$ cat src/rtl/inst_cache_loader_pkg.sv
// Shared constants for the instruction-cache loader: cache geometry, FSM states, error codes.
package inst_cache_loader_pkg;

   localparam int CACHE_WORDS = 4096;
   localparam int COUNT_W     = 13;

   typedef enum logic [2:0] {
      S_IDLE   = 3'd0,
      S_CHECK  = 3'd1,
      S_LOAD   = 3'd2,
      S_VERIFY = 3'd3,
      S_DRAIN  = 3'd4,
      S_CMP    = 3'd5
   } state_t;

   localparam logic [1:0] ERR_NONE  = 2'd0;
   localparam logic [1:0] ERR_RANGE = 2'd1;
   localparam logic [1:0] ERR_CSUM  = 2'd2;

endpackage

$ cat src/rtl/inst_cache_loader_word_checksum.sv
// Additive 32-bit checksum accumulator; clr has priority over en, sum wraps mod 2^32.
module word_checksum (
   input  logic        clk,
   input  logic        rst,
   input  logic        clr,
   input  logic        en,
   input  logic [31:0] din,
   output logic [31:0] sum
);

   logic [31:0] r_sum;

   always_ff @(posedge clk) begin
      if (rst || clr) begin
         r_sum <= '0;
      end else if (en) begin
         r_sum <= r_sum + din;
      end
   end

   assign sum = r_sum;

endmodule

$ cat src/rtl/inst_cache_loader.sv
// Debug-port master: streams a program into the instruction cache, reads it back and
// compares additive checksums; holds the core while busy.
module inst_cache_loader #(
   parameter int CACHE_WORDS = inst_cache_loader_pkg::CACHE_WORDS,
   parameter int COUNT_W     = inst_cache_loader_pkg::COUNT_W
) (
   input  logic               clk,
   input  logic               rst,
   input  logic               start,
   input  logic [29:0]        base_addr,
   input  logic [COUNT_W-1:0] word_count,
   input  logic               in_valid,
   input  logic [31:0]        in_data,
   output logic               in_ready,
   output logic               debug_write_en,
   output logic [29:0]        debug_addr,
   output logic [31:0]        debug_input,
   input  logic [31:0]        debug_data,
   output logic               core_hold,
   output logic               busy,
   output logic               done,
   output logic               error,
   output logic [1:0]         err_code
);

   import inst_cache_loader_pkg::*;

   state_t             r_state;
   state_t             w_next;
   logic [29:0]        r_base;
   logic [COUNT_W-1:0] r_count;
   logic [COUNT_W-1:0] r_wr_idx;
   logic [COUNT_W-1:0] r_rd_idx;
   logic               r_rvalid;
   logic               r_done;
   logic               r_error;
   logic [1:0]         r_err_code;

   logic               w_hs;
   logic               w_wr_last;
   logic               w_rd_last;
   logic               w_range_err;
   logic               w_clr;
   logic [30:0]        w_base_ext;
   logic [30:0]        w_end;
   logic [31:0]        w_wsum;
   logic [31:0]        w_rsum;

   // Range sum is formed at 31 bits so a base near 2^30 cannot wrap back into range.
   assign w_base_ext  = {1'b0, r_base};
   assign w_end       = w_base_ext + 31'(r_count);
   assign w_range_err = (w_base_ext >= 31'(CACHE_WORDS)) || (w_end > 31'(CACHE_WORDS));

   assign w_hs      = (r_state == S_LOAD) && in_valid;
   assign w_wr_last = w_hs && (r_wr_idx == (r_count - COUNT_W'(1)));
   assign w_rd_last = (r_rd_idx == (r_count - COUNT_W'(1)));
   assign w_clr     = (r_state == S_IDLE) && start;

   always_comb begin
      w_next = r_state;
      case (r_state)
         S_IDLE:   if (start) w_next = S_CHECK;
         S_CHECK:  begin
            if (w_range_err || (r_count == '0)) w_next = S_IDLE;
            else                                 w_next = S_LOAD;
         end
         S_LOAD:   if (w_wr_last) w_next = S_VERIFY;
         S_VERIFY: if (w_rd_last) w_next = S_DRAIN;
         S_DRAIN:  w_next = S_CMP;
         S_CMP:    w_next = S_IDLE;
         default:  w_next = S_IDLE;
      endcase
   end

   always_comb begin
      debug_addr  = '0;
      debug_input = '0;
      case (r_state)
         S_LOAD: begin
            debug_addr  = r_base + 30'(r_wr_idx);
            debug_input = in_data;
         end
         S_VERIFY: debug_addr = r_base + 30'(r_rd_idx);
         default:  debug_addr = '0;
      endcase
   end

   always_ff @(posedge clk) begin
      if (rst) begin
         r_state    <= S_IDLE;
         r_base     <= '0;
         r_count    <= '0;
         r_wr_idx   <= '0;
         r_rd_idx   <= '0;
         r_rvalid   <= 1'b0;
         r_done     <= 1'b0;
         r_error    <= 1'b0;
         r_err_code <= ERR_NONE;
      end else begin
         r_state  <= w_next;
         r_done   <= 1'b0;
         r_error  <= 1'b0;
         // Registered cache: data for an address issued now returns next cycle.
         r_rvalid <= (r_state == S_VERIFY);
         case (r_state)
            S_IDLE: begin
               if (start) begin
                  r_base     <= base_addr;
                  r_count    <= word_count;
                  r_wr_idx   <= '0;
                  r_rd_idx   <= '0;
                  r_err_code <= ERR_NONE;
               end
            end
            S_CHECK: begin
               if (w_range_err) begin
                  r_error    <= 1'b1;
                  r_err_code <= ERR_RANGE;
               end else if (r_count == '0) begin
                  r_done <= 1'b1;
               end
            end
            S_LOAD:   if (w_hs) r_wr_idx <= r_wr_idx + COUNT_W'(1);
            S_VERIFY: r_rd_idx <= r_rd_idx + COUNT_W'(1);
            S_CMP: begin
               if (w_rsum == w_wsum) begin
                  r_done <= 1'b1;
               end else begin
                  r_error    <= 1'b1;
                  r_err_code <= ERR_CSUM;
               end
            end
            default: ;
         endcase
      end
   end

   word_checksum u_wsum (
      .clk (clk),
      .rst (rst),
      .clr (w_clr),
      .en  (w_hs),
      .din (in_data),
      .sum (w_wsum)
   );

   word_checksum u_rsum (
      .clk (clk),
      .rst (rst),
      .clr (w_clr),
      .en  (r_rvalid),
      .din (debug_data),
      .sum (w_rsum)
   );

   assign in_ready       = (r_state == S_LOAD);
   assign debug_write_en = w_hs;
   assign busy           = (r_state != S_IDLE);
   assign core_hold      = busy;
   assign done           = r_done;
   assign error          = r_error;
   assign err_code       = r_err_code;

endmodule
$ cat config.mk
export PLATFORM = sky130hd
export DESIGN_NAME = inst_cache_loader
export DESIGN_NICKNAME = d
export VERILOG_FILES = /design/src/rtl/inst_cache_loader_pkg.sv /design/src/rtl/inst_cache_loader_word_checksum.sv /design/src/rtl/inst_cache_loader.sv
export SDC_FILE = /design/constraint.sdc
export NUM_CORES = 1
export LEC_CHECK = 0
export ABC_AREA = 1
export CORE_ASPECT_RATIO = 0.7
export CORE_MARGIN = 10
export CORE_UTILIZATION = 35
export DETAILED_ROUTE_END_ITERATION = 8
export SYNTH_ARGS = -nofsm -noshare
export SYNTH_HDL_FRONTEND = slang
export SYNTH_SLANG_ARGS = --single-unit
$ cat constraint.sdc
create_clock -name clk -period 6 [get_ports clk]
set_input_delay 1.2 -clock clk [delete_from_list [all_inputs] [get_ports clk]]
set_output_delay 1.2 -clock clk [all_outputs]
set_load 0.02 [all_outputs]
After elaboration in Yosys (flattened, before gate mapping). Cells that the tools add are included.

Bits in registers: 141. Bits in latches: 0. Memory bits (writable): 0. ROM bits: 0. Bits of input ports: 111. Output and inout bits: 70. Logic and storage cells: 74. Memories kept: 0.

$add $sub $neg: 8. $mul: 0. Divide/modulo/power cells: 0. $lt $le $gt $ge: 2. Equal/unequal tests: 14. Shift operators: 0. Muxes and demuxes: 22. Bitwise gates (word level): 0. Reductions and logical operators: 17.

Operator list (count): 32-bit adder (2); 30-bit by 13-bit adder with 30-bit output (2); 30-bit one-hot mux with 2 select lines (1); 13-bit one-hot mux with 2 select lines (2); 32-bit == test (1); 32-bit 2-to-1 mux (1); 30-bit by 13-bit adder with 31-bit output (1); 31-bit by 13-bit greater-than comparator with 1-bit output, second input constant (1); 30-bit by 13-bit greater-or-equal comparator with 1-bit output, second input constant (1); 13-bit by 1-bit adder with 13-bit output, second input constant (2); 13-bit == test (2); 13-bit 2-to-1 mux (2); 3-bit one-hot mux with 5 select lines (1); 13-bit zero test (1); 13-bit by 1-bit subtractor with 13-bit output, second input constant (1); 3-bit 2-to-1 mux (3); 2-bit 2-to-1 mux (4); 2-bit != test, second input constant (4); 3-bit by 2-bit == test with 1-bit output, second input constant (2); 3-bit == test, second input constant (2); 2-bit one-hot mux with 3 select lines (1); 3-bit AND reduction (2); 3-bit nonzero test (2); 1-bit 2-to-1 mux (5); 9 further kinds (17).

Depth between registers and ports, before layout.
Depth in word-level cells: 6. Gate-level depth with buffers: 24. Mapped depth without buffers: 23.

Hierarchy. Synthesis repeated with hierarchy kept, for this count alone.

Cell total of the unflattened synthesis: 2496. Area total of the unflattened synthesis: 14108.5 um^2.

By module, submodules not included: word_checksum (times used 2, cells each 679, area each 3682.3 um^2, sequential area each 640.6 um^2); inst_cache_loader (times used 1, cells each 1138, area each 6744.0 um^2, sequential area each 1541.5 um^2).

Least setup slack after synthesis. No wires, ideal clock.

Path type: register to output. Start: reg r_state[1]. End: out debug_addr[18]. Arrival: 3552 ps. Data required time: 4800 ps. Path slack: 1248 ps. Cell stages (with the launch flop): 19. Buffers on the path: 2. Cell sequence: dfxtp_1 -> inv_1 -> nor2_4 -> inv_1 -> nor2_1 -> clkbuf_1 -> buf_1 -> nand2_1 -> o21ai_0 -> ha_1 -> a21oi_1 -> nand2_1 -> a21oi_2 -> o21ai_2 -> a21boi_0 -> o21ai_1 -> a21boi_2 -> nor3_1 -> nor3_1.

Longest elaborated chain between the ends: 2. Elaborated cells on any way between the ends: 3. Classes of those cells: eq/ne (2); mux (1).

RTL lines: start: declaration (line inst_cache_loader.sv:28) `state_t r_state;`; start signal: assignment (line inst_cache_loader.sv:100) `r_state <= w_next;`; 3-bit by 2-bit == test with 1-bit output (line inst_cache_loader.sv:78) `case (r_state)`; 30-bit one-hot mux with 2 select lines * (line inst_cache_loader.sv:78); end: declaration (line inst_cache_loader.sv:16) `output logic [29:0] debug_addr,`.

Every way passes the cells marked *; elsewhere a longest branch is shown, timed or not.

Final worst setup path.
Start: reg r_state[1]. End: out debug_addr[20].

The elaborated chain is that of the path after synthesis.

==> impl_summary.txt <==
----------------------------------------------------
[Min path]
  Hold Path Class ... reg -> reg
  Hold path startpoint ... err_code[1]

[Routing]
  Detailed Routing Iterations Pass 1 ... 6
  Vias ... between 10000 and 15000
  Initial DRC Count ... between 1000 and 1500
  Detailed-route wire length per cell ... around 17 um
  Vias per cell ... 5.05
  Final Routed Wirelength ... around 43000 um
  Detailed-route DRC error count ... 0
  Residual antenna-violating net count after detailed routing ... 0

[Timing]
  Final hold violation count ... 0
  Final setup violation count ... 0
  Final min period ... approximately 5.6 ns
  Fmax ... approximately 180 MHz
  Transition time at the pin with the least slew margin ... 1.01 ns
  Layout Skew ... 0.0125 ns
  Fin. max-slew vios ... 0
  Fraction of the cycle the final worst path needs ... slightly above 90%
  Setup_tns ... 0 ns
  Unrepaired setup endpoints after global routing ... false
  Worst slew margin relative to its limit ... around 33%

[Synth]
  Synthesized area divided by synthesized cell count ... a little over 6 um2
  EDFF count, synth ... 0
  Post-Synthesis Cell Area ... ~0.012 mm2
  Number of distinct library cell variants in the gate-level netlist after synthesis ... 55
  Post-Syn Nets ... about 2100
  Cell count after synthesis ... around 2000
  Fraction of synthesis flops using an asynchronous set or reset pin ... 0%
  Share of the yosys chip area belonging to registers ... a little under a quarter
  Register bit total from synthesis ... ~140
  Most used DFF post-synth ... sky130_fd_sc_hd__dfxtp_1
  Total of warnings raised by yosys ... 0

[CTS]
  Post-CTS setup buffer count ... 0
  CTS tree ... yes
  Number of hold buffers added after CTS ... 0
  Longest Clk Path Bufs ... 2
  H-Tree Level Count ... 4
  Sinks on the clock net ... between 100 and 150
  Clock latency of the later-clocked register in the worst-skew pair ... between 0.4 and 0.5 ns
  Clock slew seen by the registers of the worst setup and hold paths ... around 0.06 ns
  Number of buffers added by the clock tree synthesis step ... 17
  Clock root cell ... sky130_fd_sc_hd__clkbuf_16

[Cells and area]
  Ant diodes ... 0
  Final nets ... approximately 2300
  Area delta synth->final ... 23.9%
  Total area of multi-input combinational cells ... between 0.007 and 0.008 mm2
  Top library cells by usage in the layout, fill and taps aside ... 387 x sky130_fd_sc_hd__nand2_1, 289 x sky130_fd_sc_hd__inv_1, 242 x sky130_fd_sc_hd__nor2_1
  Fill cell instance count of the final layout ... 3621
  Area occupied by registers ... 0.00282 mm2
  Final core utilization ... 44.3%
  Most common library cell in the layout ignoring fill and taps ... sky130_fd_sc_hd__nand2_1
  Share of final-layout standard cells stronger than drive strength 1 ... approximately 3.9%

[Global routing]
  Global-route wire length before repair ... ~67000 um
  Antenna violations before repair ... 0
  Via count of the first global-routing pass ... around 12000
  Global Route Usage Sum ... around a fifth
  Aggregate global routing overflow ... 0
  Largest net degree at the start of global routing ... 57

[Run]
  Reported max-cap violation count ... 0

[Worst setup path]
  Critical path's slowest cell ... sky130_fd_sc_hd__clkdlybuf4s50_1
  Critical path endpoint category ... primary output
  CP peak stage delay ... about 0.6 ns
  Worst Path Class, Setup ... reg -> out
  Most repeated library cell on the critical path ... sky130_fd_sc_hd__inv_1
  RR Startpoint ... r_state[1]
  Ordered cell list for the critical path ... inv_1, nor2_4, inv_1, nor2_2, o21ai_0, inv_1, ha_1, inv_1, fa_1, inv_1, nand3_1, nand2_1, a21oi_2, o21ai_2, a21boi_1, o21ai_2, a21boi_2, nor2_1, nand2_1, nand2_1, nand2_1, nor2_1, clkdlybuf4s50_1
  Setup slack, reg-to-reg ... around 2.6 ns
  Timing startpoint of the critical path ... r_state[1]
  Type of origin of the critical path ... register
  CP required ... ~4.8 ns
  Critical-path maximum fanout ... 5
  CP Data Arrival Time ... about 4.4 ns

[Power]
  Worst VDD drop ... ~0.17 mV
  Lkg Pwr ... 6.79 nW
  Total chip power ... between 2 and 3 mW
  Power per Cell Area ... approximately 180 mW/mm2

[Die]
  Top-level I/O count ... about 180
  Effective utilization at floorplan ... approximately 36%
  Cell Rows ... 56
  Die area ... 0.0424 mm2
  Chip height ... approximately 180 um
  Die width ... 242 um
  Placeable Area ... about 0.034 mm2

[Status]
  Run status ... finished clean

[Placement]
  Final estimated routing congestion in global placement ... roughly 0.94
  HPWL after DPL ... 34500 um
  Number of buffer cells added on primary ports ... between 150 and 200

----------------------------------------------------
-- where the power goes --
| part | switching (mW) | total (mW) | internal (mW) |
|---|---|---|---|
| clock | 0.466 | 1.09 | 0.629 |
| sequential | 0.0396 | 1.00 | 0.965 |
| combinational | 0.322 | 0.527 | 0.205 |
| total | 0.827 | 2.63 | 1.80 |
-- worst max-delay path, delay by kind of cell (launching register included) --
family | cells | cell delay, ns
simple gates | 9 | 1.02
flops | 1 | 0.32
fa+ha+maj | 2 | 0.59
compound gates | 6 | 0.98
buf+inv | 6 | 1.00
-- through the flow --
step	cells	instance area, um2	hold WS (ns)	setup slack, ns
after floorplan	1942	12100	0.452	1.25
after global placement	2548	14300	0.456	0.593
after detailed placement	2548	14300	0.462	0.489
after CTS	2580	14900	0.478	0.0586
after global routing	2580	14900	0.498	0.0510
final	2580	14900	0.476	0.437
-- logic make-up (layout without fill, tap and decap cells) --
| group | Yosys count | after routing | synth area share [%] |
|---|---|---|---|
| AO/OA/AOI/OAI | 442 | 442 | 20.0 |
| adder cells (fa/ha/maj) | 95 | 95 | 10.1 |
| flip-flops | 141 | 141 | 23.4 |
| XOR/XNOR | 87 | 87 | 6.32 |
| buffers and inverters | 340 | 514 | 10.6 |
| AND/OR/NAND/NOR | 837 | 837 | 29.5 |
-- registers in the layout, summed over array words and instances (netlist names) --
register / flops
done: 1
err_code: 2
error: 1
r_base: 30
r_count: 13
r_rd_idx: 13
r_rvalid: 1
r_state: 3
r_wr_idx: 13
u_rsum.sum: 32
u_wsum.sum: 32
-- routing by layer --
layer	vias to the layer above	global-route usage [%]	wire length, um
met2	369	28.3	17100
met3	20	3.68	2620
li1	6691	-	-
met1	5940	29.6	22600
met5	-	0	0
met4	0	3.37	289
-- what timing repair did --
item                                    4_1_cts  5_1_grt
cloned                                        0        0
endpoints found under the setup margin        1       13
gates resized for setup                       1        6
-- cell type report --
type / count / area share (%)
inverter: 293 / 7.38
tap: 464 / 3.88
sequential: 141 / 18.9
timing repair buffer: 189 / 12.5
clock inverter: 14 / 1.05
clock buffer: 18 / 2.94
multi-input combinational: 1461 / 53.3
-- Yosys cell counts (all sizes together), types with 3 or more instances --
library cell | n | area share (%)
a21boi | 7 | 0.47
a21o | 11 | 0.68
a21oi | 206 | 8.6
a221oi | 5 | 0.36
a31oi | 6 | 0.31
buf | 11 | 0.38
clkbuf | 36 | 1.1
dfxtp | 141 | 23
fa | 4 | 0.66
ha | 91 | 9.4
inv | 293 | 9.1
nand2 | 392 | 12
nand3 | 96 | 4.0
nand3b | 5 | 0.31
nand4 | 22 | 1.1
nor2 | 251 | 8.2
nor3 | 36 | 1.6
nor3b | 3 | 0.19
nor4 | 14 | 0.73
o211ai | 15 | 0.93
o21a | 10 | 0.62
o21ai | 163 | 6.8
o21bai | 6 | 0.37
o31ai | 3 | 0.19
or2 | 15 | 0.78
xnor2 | 43 | 3.1
xor2 | 44 | 3.2
-- final timing paths --
kind              depth (start not counted)             end
setup / recovery                         23  debug_addr[20]
hold / removal                            2     err_code[1]
setup reg to reg                         16    r_wr_idx[12]
hold reg to reg                           2     err_code[1]
Note: power is estimated with default switching activity, not from simulation.
